[src/rtl/branch_hazard_sequencer_if.sv]
// branch_hazard_sequencer_if: ID-stage hazard inputs and pipeline control outputs
interface branch_hazard_sequencer_if #(parameter int REG_BITS = 3);
  logic [REG_BITS-1:0] IFID_rs1, IFID_rs2, IDEX_rd, EXMEM_rd;
  logic IFID_useRs2, branchInstr, comparatorOut;
  logic IDEX_regWrite, IDEX_memRead, EXMEM_memRead;
  logic pcWrite, IFID_write, IFID_flush, IDEX_bubble, branchPcSrc, stallActive;
  modport master (
    output IFID_rs1, IFID_rs2, IFID_useRs2, branchInstr, comparatorOut,
           IDEX_rd, IDEX_regWrite, IDEX_memRead, EXMEM_rd, EXMEM_memRead,
    input  pcWrite, IFID_write, IFID_flush, IDEX_bubble, branchPcSrc, stallActive
  );
  modport slave (
    input  IFID_rs1, IFID_rs2, IFID_useRs2, branchInstr, comparatorOut,
           IDEX_rd, IDEX_regWrite, IDEX_memRead, EXMEM_rd, EXMEM_memRead,
    output pcWrite, IFID_write, IFID_flush, IDEX_bubble, branchPcSrc, stallActive
  );
endinterface

[src/rtl/branch_hazard_sequencer.sv]
// branch_hazard_sequencer: load-use / branch-operand stall and branch redirect control
// Optional BRANCH_STATS_EN adds saturating taken/branch/stall counters.
module branch_hazard_sequencer #(
  parameter int REG_BITS = 3,
  parameter int CNT_BITS = 8
) (
  input  logic clk,
  input  logic reset_n,
  branch_hazard_sequencer_if.slave io
`ifdef BRANCH_STATS_EN
  ,
  output logic [CNT_BITS-1:0] branchTakenCnt,
  output logic [CNT_BITS-1:0] branchCnt,
  output logic [CNT_BITS-1:0] stallCnt
`endif
);
  typedef enum logic {RUN, STALL} state_t;
  state_t state_q, state_d;
  logic [1:0] left_q, left_d;
  logic m_ex, m_mem, stall, redirect, resolved;
  logic [1:0] n;
  if (REG_BITS < 1 || CNT_BITS < 1) begin : g_param_check
    $error("branch_hazard_sequencer: REG_BITS and CNT_BITS must be positive");
  end
  always_comb begin
    m_ex = (io.IDEX_rd != REG_BITS'(0)) &&
           (io.IFID_rs1 == io.IDEX_rd || (io.IFID_useRs2 && io.IFID_rs2 == io.IDEX_rd));
    m_mem = (io.EXMEM_rd != REG_BITS'(0)) &&
            (io.IFID_rs1 == io.EXMEM_rd || (io.IFID_useRs2 && io.IFID_rs2 == io.EXMEM_rd));
    n = io.branchInstr ?
          ((m_ex && io.IDEX_memRead) ? 2'd2 :
           ((m_ex && io.IDEX_regWrite) || (m_mem && io.EXMEM_memRead)) ? 2'd1 : 2'd0) :
          (m_ex && io.IDEX_memRead) ? 2'd1 : 2'd0;
    stall = state_q == STALL || n != 2'd0;
    resolved = state_q == RUN && n == 2'd0 && io.branchInstr;
    redirect = resolved && io.comparatorOut;
    state_d = state_q;
    left_d = left_q;
    if (state_q == RUN) begin
      state_d = n == 2'd2 ? STALL : RUN;
      left_d = n == 2'd2 ? 2'd1 : 2'd0;
    end else begin
      left_d = left_q == 2'd0 ? 2'd0 : left_q - 2'd1;
      state_d = left_q <= 2'd1 ? RUN : STALL;
    end
  end
  // While reset is held the pipeline must free-run regardless of hazard inputs.
  assign io.pcWrite     = !reset_n || !stall;
  assign io.IFID_write  = !reset_n || !stall;
  assign io.IDEX_bubble = reset_n && stall;
  assign io.IFID_flush  = reset_n && redirect;
  assign io.branchPcSrc = reset_n && redirect;
  assign io.stallActive = state_q == STALL;
  always_ff @(posedge clk or negedge reset_n)
    if (!reset_n) begin
      state_q <= RUN;
      left_q <= 2'd0;
    end else begin
      state_q <= state_d;
      left_q <= left_d;
    end
`ifdef BRANCH_STATS_EN
  logic [CNT_BITS-1:0] taken_q, taken_d, br_q, br_d, stall_cnt_q, stall_cnt_d;
  always_comb begin
    taken_d = taken_q + CNT_BITS'(io.IFID_flush && !(&taken_q));
    br_d = br_q + CNT_BITS'(resolved && !(&br_q));
    stall_cnt_d = stall_cnt_q + CNT_BITS'(io.IDEX_bubble && !(&stall_cnt_q));
  end
  always_ff @(posedge clk or negedge reset_n)
    if (!reset_n) begin
      taken_q <= '0;
      br_q <= '0;
      stall_cnt_q <= '0;
    end else begin
      taken_q <= taken_d;
      br_q <= br_d;
      stall_cnt_q <= stall_cnt_d;
    end
  assign branchTakenCnt = taken_q;
  assign branchCnt = br_q;
  assign stallCnt = stall_cnt_q;
`endif
endmodule

[src/flat_wrapper.sv]
// flat-port wrapper written by rule: the top's interface ports become plain ports
module branch_hazard_sequencer_flat 
#(
  parameter int REG_BITS = 3,
  parameter int CNT_BITS = 8
)
  (clk, reset_n, io_IFID_rs1, io_IFID_rs2, io_IFID_useRs2, io_branchInstr, io_comparatorOut, io_IDEX_rd, io_IDEX_regWrite, io_IDEX_memRead, io_EXMEM_rd, io_EXMEM_memRead, io_pcWrite, io_IFID_write, io_IFID_flush, io_IDEX_bubble, io_branchPcSrc, io_stallActive);
  branch_hazard_sequencer_if #(.REG_BITS(REG_BITS)) io_i ();
  input  logic clk;
  input  logic reset_n;
  input wire logic [$bits(io_i.IFID_rs1)-1:0] io_IFID_rs1;
  input wire logic [$bits(io_i.IFID_rs2)-1:0] io_IFID_rs2;
  input wire logic [$bits(io_i.IFID_useRs2)-1:0] io_IFID_useRs2;
  input wire logic [$bits(io_i.branchInstr)-1:0] io_branchInstr;
  input wire logic [$bits(io_i.comparatorOut)-1:0] io_comparatorOut;
  input wire logic [$bits(io_i.IDEX_rd)-1:0] io_IDEX_rd;
  input wire logic [$bits(io_i.IDEX_regWrite)-1:0] io_IDEX_regWrite;
  input wire logic [$bits(io_i.IDEX_memRead)-1:0] io_IDEX_memRead;
  input wire logic [$bits(io_i.EXMEM_rd)-1:0] io_EXMEM_rd;
  input wire logic [$bits(io_i.EXMEM_memRead)-1:0] io_EXMEM_memRead;
  output wire logic [$bits(io_i.pcWrite)-1:0] io_pcWrite;
  output wire logic [$bits(io_i.IFID_write)-1:0] io_IFID_write;
  output wire logic [$bits(io_i.IFID_flush)-1:0] io_IFID_flush;
  output wire logic [$bits(io_i.IDEX_bubble)-1:0] io_IDEX_bubble;
  output wire logic [$bits(io_i.branchPcSrc)-1:0] io_branchPcSrc;
  output wire logic [$bits(io_i.stallActive)-1:0] io_stallActive;
  assign io_i.IFID_rs1 = io_IFID_rs1;
  assign io_i.IFID_rs2 = io_IFID_rs2;
  assign io_i.IFID_useRs2 = io_IFID_useRs2;
  assign io_i.branchInstr = io_branchInstr;
  assign io_i.comparatorOut = io_comparatorOut;
  assign io_i.IDEX_rd = io_IDEX_rd;
  assign io_i.IDEX_regWrite = io_IDEX_regWrite;
  assign io_i.IDEX_memRead = io_IDEX_memRead;
  assign io_i.EXMEM_rd = io_EXMEM_rd;
  assign io_i.EXMEM_memRead = io_EXMEM_memRead;
  assign io_pcWrite = io_i.pcWrite;
  assign io_IFID_write = io_i.IFID_write;
  assign io_IFID_flush = io_i.IFID_flush;
  assign io_IDEX_bubble = io_i.IDEX_bubble;
  assign io_branchPcSrc = io_i.branchPcSrc;
  assign io_stallActive = io_i.stallActive;
  branch_hazard_sequencer #(.REG_BITS(REG_BITS), .CNT_BITS(CNT_BITS)) u_core (.clk(clk), .reset_n(reset_n), .io(io_i));
endmodule
[config.mk]
export PLATFORM = sky130hd
export DESIGN_NAME = branch_hazard_sequencer_flat
export DESIGN_NICKNAME = d
export VERILOG_FILES = /design/src/rtl/branch_hazard_sequencer_if.sv /design/src/rtl/branch_hazard_sequencer.sv /design/src/flat_wrapper.sv
export SDC_FILE = /design/constraint.sdc
export NUM_CORES = 1
export LEC_CHECK = 0
export BUFFER_PORTS_ARGS = -buffer_cell sky130_fd_sc_hd__buf_2
export CORE_AREA = 2 2 39 41
export CTS_BUF_LIST = sky130_fd_sc_hd__clkbuf_4 sky130_fd_sc_hd__clkbuf_8 sky130_fd_sc_hd__clkbuf_16
export DETAILED_ROUTE_END_ITERATION = 12
export DIE_AREA = 0 0 41 43
export HOLD_SLACK_MARGIN = 0.08
export SYNTH_ARGS = -nofsm -noshare
export SYNTH_HDL_FRONTEND = slang
export SYNTH_SLANG_ARGS = --single-unit
export TNS_END_PERCENT = 1
[constraint.sdc]
create_clock -name clk -period 2.42 [get_ports clk]
set_input_delay 0.121 -clock clk [delete_from_list [all_inputs] [get_ports clk]]
set_output_delay 0.121 -clock clk [all_outputs]
set_load 0.02 [all_outputs]
# ---- After elaboration in Yosys (flattened, before gate mapping)
# Index checks and enable logic that the tools add are counted.
dict set report word_totals {
  out_inout_bits 6
  in_bits 20
  reg_bits 3
  word_cells 44
}
dict set report classes {
  add_sub_neg 1
  reduce_logical 24
  bitwise 1
  n_mux 10
  n_lt_le_gt_ge 1
  n_eq_ne 5
}
# operator n
set ops {}
lappend ops {{$eq 3x3->1} 4}
lappend ops {{$logic_and 1x1->1} 12}
lappend ops {{$mux 2} 4}
lappend ops {{$mux 1} 6}
lappend ops {{$reduce_bool 3->1} 2}
lappend ops {{$logic_or 1x1->1} 5}
lappend ops {{$logic_not 2->1} 2}
lappend ops {{$eq 2x2->1 const B} 1}
lappend ops {{$le 2x1->1 const B} 1}
lappend ops {{$logic_not 1->1} 2}
lappend ops {{$reduce_bool 2->1} 1}
lappend ops {{$sub 2x1->2 const B} 1}
lappend ops {{$not 1->1} 1}

# ---- Logic depth before layout (Yosys ltp)
# Gate-level depths: netlist of run 1.
dict set report logic_depth {
  depth_word 14
  ltp_mapped 5
  mapped_depth_nobuf 4
}

# ---- Worst setup path before layout of run 1
# No wires, ideal clock.
dict set report synth_timing {
  kind {register to output}
  from {reg u_core.state_q, in the netlist u_core.io.stallActive}
  to {out io_branchPcSrc}
  arrival_ns 1.490
  t_required_ns 2.299
  n_path_buf 1
  path_slack_ns 0.809
  stages_incl_launch_ff 5
  path_cell_list {dfrtp_1 -> nor2b_1 -> nand3_1 -> nor3_1 -> buf_4}
}
dict set report synth_between {
  elab_chain_cells 5
}
# element line_no
set synth_rtl {}
lappend synth_rtl {{start: declaration} branch_hazard_sequencer.sv:18} ;# state_t state_q, state_d;
lappend synth_rtl {{start signal: assignment} branch_hazard_sequencer.sv:59} ;# state_q <= state_d;
lappend synth_rtl {{$not 1->1} branch_hazard_sequencer.sv:35} ;# resolved = state_q == RUN && n == 2'd0 && io.branchInstr;
lappend synth_rtl {{$logic_and 1x1->1 (2 in a row)} branch_hazard_sequencer.sv:35}
lappend synth_rtl {{$logic_and 1x1->1} branch_hazard_sequencer.sv:36} ;# redirect = resolved && io.comparatorOut;
lappend synth_rtl {{$logic_and 1x1->1} n/a}
lappend synth_rtl {{end: declaration} flat_wrapper.sv:25} ;# output wire logic [$bits(io_i.branchPcSrc)-1:0] io_branchPcSrc;
# No other way between the ends.

# ---- Worst setup path after layout of run 1
dict set report layout_timing {
  from {reg u_core.state_q, in the netlist u_core.io.stallActive}
  to {out io_IFID_flush}
}
dict set report layout_between {
  elab_chain_cells 5
}
# element line_no
set layout_rtl {}
lappend layout_rtl {{$not 1->1} branch_hazard_sequencer.sv:35}
lappend layout_rtl {{$logic_and 1x1->1 (2 in a row)} branch_hazard_sequencer.sv:35}
lappend layout_rtl {{$logic_and 1x1->1} branch_hazard_sequencer.sv:36}
lappend layout_rtl {{$logic_and 1x1->1} branch_hazard_sequencer.sv:51} ;# assign io.IFID_flush = reset_n && redirect;
lappend layout_rtl {{end: declaration} flat_wrapper.sv:23} ;# output wire logic [$bits(io_i.IFID_flush)-1:0] io_IFID_flush;
# No other way between the ends.

==> out/qor.yml, run 1 <==
pwr:
  max-vdd-ir-drop_v: 0.0001064
  power_leakage_nw: 0.2257
  p_per_area_nw_per_um2: 457.8
synth:
  synth-compound-area-share: 0.1977
  synth.area.mux_share: 0
  synth_fa_ha_area_frac: 0
  yosys.area_share.simple: 0.1977
  postSynthCellCount: 37
  synth_top_family_by_area: "XOR/XNOR gates"
  synth_top_cell_by_area: "xnor2_1"
  synthesis.nets: 57
  avgSynthCellArea_um2: 8.725
  synth.top_cell.area_share: 0.3256
  synthXorXnorAreaFrac: 0.3256
  netlist_area_um2: 322.8
  ys_top_cells_by_area: "xnor2_1 33%, dfrtp_1 23%, nand3_1 4.7%"
  yosys_warnings: 0
  yosysUniqueCellTypes: 16
  ys_seq_area_frac: 0.2326
  ys_ff_latch: 3
worst_setup_path:
  cp.arrival_ns: 1.28
  cp-start-kind: "flop"
  worstSetupEndpointType: "output port"
  r2r_setup_slack_ns: 1.35
  cp_max_fo: 6
  cp_slowest_cell: "dfrtp_1"
  crit_path_cell_trace: "nor2b_1 > nand3_1 > nor3_1 > buf_2"
  r2r_cells: 3
  critPathRequiredTime_ns: 2.30
  slowest_delay_ns: 0.41
  criticalPathCategory: "flop to output port"
clocking:
  clock-root-buffer: "clkbuf_4"
  clk_pin_slew_ns: 0.04
  cts_sinks: 3
  cts_tree: "yes"
  postCtsHoldBufs: 1
  h-tree-depth: 1
  clk_latency_ns: 0.23
  ctsResizeCount: 0
  clock_path_buffers: 2
  numCtsBuffers: 3
  postCtsSetupRepairBufs: 0
finish:
  syn2layout_area_growth_pct: 52.71
  instances_no_fill: 81
  fin_nets: 86
  final_common_cell: "buf_2"
  final_area_um2: 493.0
  layout_common_cells: "25 x buf_2, 12 x xnor2_1, 4 x clkbuf_4"
  drive_above_1_share: 0.4615
  filler_cell_count: 146
  num_antenna_cells: 0
hold_path:
  min_path_cells: 3
  hold_path_class: "primary input to flop"
floorplanning:
  initial_core_util: 0.2333
  core_area_um2: 1384
  die-height_um: 43
  rows: 14
  io_pins: 26
  dieArea_um2: 1763
  dieWidth_um: 41
run:
  cap_violations: 0
grt:
  grt_usage: 0.1023
  grt_antenna_before_repair: 0
  grt_pass1_vias: 313
  grt_max_degree: 7
  grt.overflow.total: 0
  grt_first_pass_wirelength_um: 1221
drt:
  drt_iter0_drc: 3
  wl_um: 815
  vias: 380
  post_drt_wl_per_cell_um: 10.06
  via_per_inst: 4.691
  drt_pass1_iterations: 4
  drc: 0
  ant_nets: 0
sta:
  post-route-min-period_ns: 1.402
  drv_slew: 0
  finalSetupViolations: 0
  worst_slew_pin_slew_ns: 0.4071
  fmax_ghz: 0.7132
  fin_crit_sh: 0.5794
  grt_setup_unrepaired: "no"
  skew_ns: 0.003444
  hold_violations: 0
  finalSetupTns_ns: 0
  slew_headroom: 0.7265
place:
  globalplace.congestion: 0.7502
  portBuffers: 25
  dp_hpwl_um: 678.8
  dp.cells: 76
  placed_cell_area_um2: 452.9
status:
  status: "completed"
## where the power goes
group | internal, W | total (W) | switching, W | leakage (nW)
Sequential | 0.0000516 | 0.0000526 | 0.00000105 | 0.0416
Clock | 0.0000730 | 0.000100 | 0.0000271 | 0.0184
Combinational | 0.0000363 | 0.0000730 | 0.0000367 | 0.166
## logic make-up (layout without fill, tap and decap cells)
logic type                Yosys count  after routing
buffers and inverters               2             30
xor gates and xnor gates           12             12
AOI/OAI and AO/OA                   8              8
DFF                                 3              3
and+or+nand+nor                    12             12
## through the flow
| step | hold WS (ns) | utilization | worst slack (ns) | power (W) |
|---|---|---|---|---|
| after floorplan | -0.1746 | - | 0.8094 | 0.00009545 |
| after global placement | -0.06231 | 0.3273 | 1.118 | 0.0001245 |
| after detailed placement | -0.05915 | 0.3273 | 1.079 | 0.0001252 |
| after CTS | 0.1741 | 0.3562 | 0.9977 | 0.0002310 |
| after global routing | 0.1959 | 0.3562 | 0.8698 | 0.0002451 |
| final | 0.1875 | 0.3562 | 1.018 | 0.0002257 |
## registers in the layout (all words and copies together), names as in the netlist
register and flops:
u_core.left_q 2, u_core.io.stallActive 1
## layout make-up
class                      count  area [µm²]  share of cell area
clock buffer                   4       30.03             0.06091
multi-input combinational     32       232.7              0.4721
sequential                     3       75.07              0.1523
tap                           16       20.02             0.04061
timing repair buffer          26       135.1              0.2741
## cell usage after synthesis
library cell and n:
o311ai_0 1, dfrtp_1 3, and3_1 1, buf_4 2, o31ai_1 2, o32ai_1 1, nand2_1 2, and2_1 1
a21oi_1 2, nor3_1 2, nand3_1 3, a211oi_2 1, o31a_1 1, nand4_1 2, xnor2_1 12, nor2b_1 1
## critical path, delay by kind of cell (launching register included)
kind / cells / cell delay (ns)
simple gates: 3 / 0.43
flops: 1 / 0.41
buf+inv: 1 / 0.20
## routing by layer
layer / wire length [µm] / vias to the layer above / global-route usage
li1: - / 195 / -
met1: 363 / 167 / 0.1378
met2: 353 / 18 / 0.1375
met3: 98 / 0 / 0.03141
met4: 0 / 0 / 0.06000
met5: 0 / - / 0
## final timing paths
check,start,endpoint
max,u_core.io.stallActive,io_IFID_flush
min,io_IDEX_memRead,u_core.io.stallActive
max reg2reg,u_core.io.stallActive,u_core.left_q[0]
min reg2reg,u_core.left_q[0],u_core.left_q[0]
max in group asynchronous,reset_n,u_core.left_q[0]
min in group asynchronous,reset_n,u_core.io.stallActive
No activity file was read; power rests on OpenSTA's default activity.
==> run 2, diff against run 1 <==
Clock period 2.42 ns to 1.1 ns, I/O delays scaled along.
==> run 2 against run 1 <==
Effect of this change:
- clock skew fell by 0.0023 ns
- largest power group is now combinational logic
- the flow now finishes with violations (negative setup slack)
- critical path depth is 1 lower
- flip-flop and latch count unchanged
==> out/qor.yml, run 2 (same netlist as run 1, synthesis figures left out) <==
status:
  status: "finished with violations"
  violations: "negative setup slack"
run:
  cap_violations: 0  # unchanged
worst_setup_path:
  timing.rr.start: "u_core.io.stallActive"
  cp_common_cell: "buf_6"
  cp.arrival_ns: 1.17  # -0.11 ns
  cp-start-kind: "flop"
  r2r_cells: 3  # unchanged
  critPathBufInv: 2  # +1
  startpoint: "u_core.io.stallActive"
  cp_slowest_cell: "dfrtp_2"
  critical-path-top-delay-family: "flip-flops"
  r2r_setup_slack_ns: 0.14  # -1.21 ns
  crit_path_cell_trace: "buf_6 > o31a_1 > buf_6"
  critPathRequiredTime_ns: 1.04  # -1.26 ns
  criticalPathCategory: "flop to output port"
  r2r_end: "u_core.left_q[0]"
  worstSetupEndpointType: "output port"
  slowest_delay_ns: 0.42  # about the same
  cp_max_fo: 5  # -1
place:
  dp_slack_ns: -0.1187  # -1.198 ns
  dp.cells: 80  # +5.3%
  portBuffers: 25  # unchanged
  globalplace.congestion: 0.6801  # -9.3%
  placed_cell_area_um2: 500.5  # +10%
hold_path:
  hold_path_class: "primary input to flop"
  worst_hold_startpoint: "io_IDEX_memRead"
  hold_end: "u_core.io.stallActive"
  min_path_cells: 3  # unchanged
pwr:
  seqPwrFrac: 0.210  # -0.023
  p_comb_frac: 0.396  # +0.073
  p_int_w: 0.0003934  # +140%
  power_leakage_nw: 0.2814  # +25%
  p_clk_frac: 0.395  # -0.048
  power_w: 0.0005525  # +140%
  p_switching_w: 0.0001591  # +150%
  switching_share: 0.2880  # +0.0009524
  p_per_area_nw_per_um2: 877.8  # +92%
  max-vdd-ir-drop_v: 0.0004061  # +280%
drt:
  drt_iter0_drc: 0  # -3
  ant_nets: 0  # unchanged
  drt_pass1_iterations: 1  # -3
  drc: 0  # unchanged
  vias: 400  # +5.3%
  via_per_inst: 4.651  # -0.86%
  wl_um: 935  # +15%
  post_drt_wl_per_cell_um: 10.87  # +8.1%
sta:
  fmax_ghz: 0.8176
  skew_ns: 0.001166  # -0.002278 ns
  fin_crit_sh: 1.112
  post-route-min-period_ns: 1.223
  setup_ws_ns: -0.1230  # -1.141 ns
  hold_violations: 0  # unchanged
  worst_slew_pin_slew_ns: 0.3605  # -0.04658 ns
  grt_setup_unrepaired: "yes"
  finalSetupViolations: 5  # +5
  drv_slew: 0  # unchanged
  slew_headroom: 0.7597  # +0.03314
grt:
  use_met2: 0.1500  # +0.01250
  met1_usage: 0.1442  # +0.006410
  grt_pass1_vias: 328  # +4.8%
  grt_first_pass_wirelength_um: 1290  # +5.7%
  grt_antenna_before_repair: 0  # unchanged
  met3_usage: 0.04712  # +0.01571
  top_usage_layer: "met2"
  grt_max_degree: 6  # -1
  grt.overflow.total: 0  # unchanged
  grt_usage: 0.1053  # +0.003009
floorplanning:
  rows: 14  # unchanged
  dieWidth_um: 41  # unchanged
  initial_core_util: 0.2333  # unchanged
  dieArea_um2: 1763  # unchanged
  core_area_um2: 1384  # unchanged
  io_pins: 26  # unchanged
  die-height_um: 43  # unchanged
finish:
  final_area_um2: 629.4  # +28%
  fin_nets: 91  # +5.8%
  instances_no_fill: 86  # +6.2%
  filler_cell_count: 141  # -3.4%
  regMostFlops: "u_core.left_q"
  drive_above_1_share: 0.6143  # +0.1527
  syn2layout_area_growth_pct: 94.96
  num_antenna_cells: 0  # unchanged
  final_common_cell: "buf_2"
  largest_reg_flops: 2  # unchanged
  layout_common_cells: "18 x buf_2, 10 x xnor2_1, 6 x buf_4, 6 x buf_6, 4 x clkbuf_4"
  multi_input_comb_area_um2: 290.3  # +25%
  register_area_um2: 76.32  # +1.7%
clocking:
  cts_tree: "yes"
  h-tree-depth: 1  # unchanged
  clk_pin_slew_ns: 0.04  # about the same
  cts_sinks: 3  # unchanged
  clock-root-buffer: "clkbuf_4"
  numCtsBuffers: 3  # unchanged
  clk_latency_ns: 0.23  # about the same
  clock_path_buffers: 2  # unchanged
[run 2: cell count changes in the layout (fill, tap and decap cells not counted), moves of 2 or more]
cell | before | now
xnor2_1 | 12 | 10
xnor2_2 | 0 | 2
buf_2 | 25 | 18
buf_4 | 0 | 6
nor3_1 | 2 | 0
buf_6 | 0 | 6
[run 2: how the worst max path moves through the flow]
| stage | slack (ns) | endpoint | cells after the start |
|---|---|---|---|
| after floorplan | -0.16 | io_branchPcSrc | 4 |
| after global placement | -0.11 | io_IFID_flush | 7 |
| after detailed placement | -0.12 | io_IFID_flush | 7 |
| after CTS | -0.13 | io_IDEX_bubble | 3 |
| after global routing | -0.19 | io_pcWrite | 7 |
| final | -0.12 | io_IDEX_bubble | 3 |
[run 2: repair_timing]
action	CTS	global route
hold endpoints to repair	3	0
hold buffers	1	0
resized for setup	14	6
pin swaps	5	5
endpoints found under the setup margin	5	5
buffers inserted	1	0
[run 2: worst min-delay path, stage by stage]
cell,delay (ns)
buf_2,0.10
nand2_1,0.08
o31ai_1,0.07
[run 2: area by class of cell]
cell class / instances / share of cell area
Tap cell: 16 / 0.03181
Sequential cell: 3 / 0.1213
Multi-Input combinational cell: 32 / 0.4612
Clock buffer: 4 / 0.04771
Timing Repair Buffer: 31 / 0.3380
[run 2: stage by stage]
step | hold WS (ns) | util | setup TNS, ns
finish | 0.1183 | 0.4548 | -0.5897
global route | 0.1151 | 0.4548 | -0.8961
CTS | 0.1175 | 0.4340 | -0.6292
detailed placement | -0.1212 | 0.3617 | -0.4014
global placement | -0.1214 | 0.3617 | -0.3189
floorplan | -0.2406 | - | -0.2953
[run 2: power groups by stage]
stage	combinational (W)	sequential (W)	clock (W)
2_1_floorplan	0.0000991	0.000119	0
3_3_place_gp	0.000175	0.000116	0
3_5_place_dp	0.000177	0.000116	0
4_1_cts	0.000208	0.000115	0.000226
5_1_grt	0.000236	0.000116	0.000241
6_report	0.000219	0.000116	0.000218
[run 2: per-layer routing]
metal,vias to the layer above,share of wire
met5,-,0
met4,0,0
met3,0,0.10
met2,25,0.49
met1,172,0.41
li1,203,-
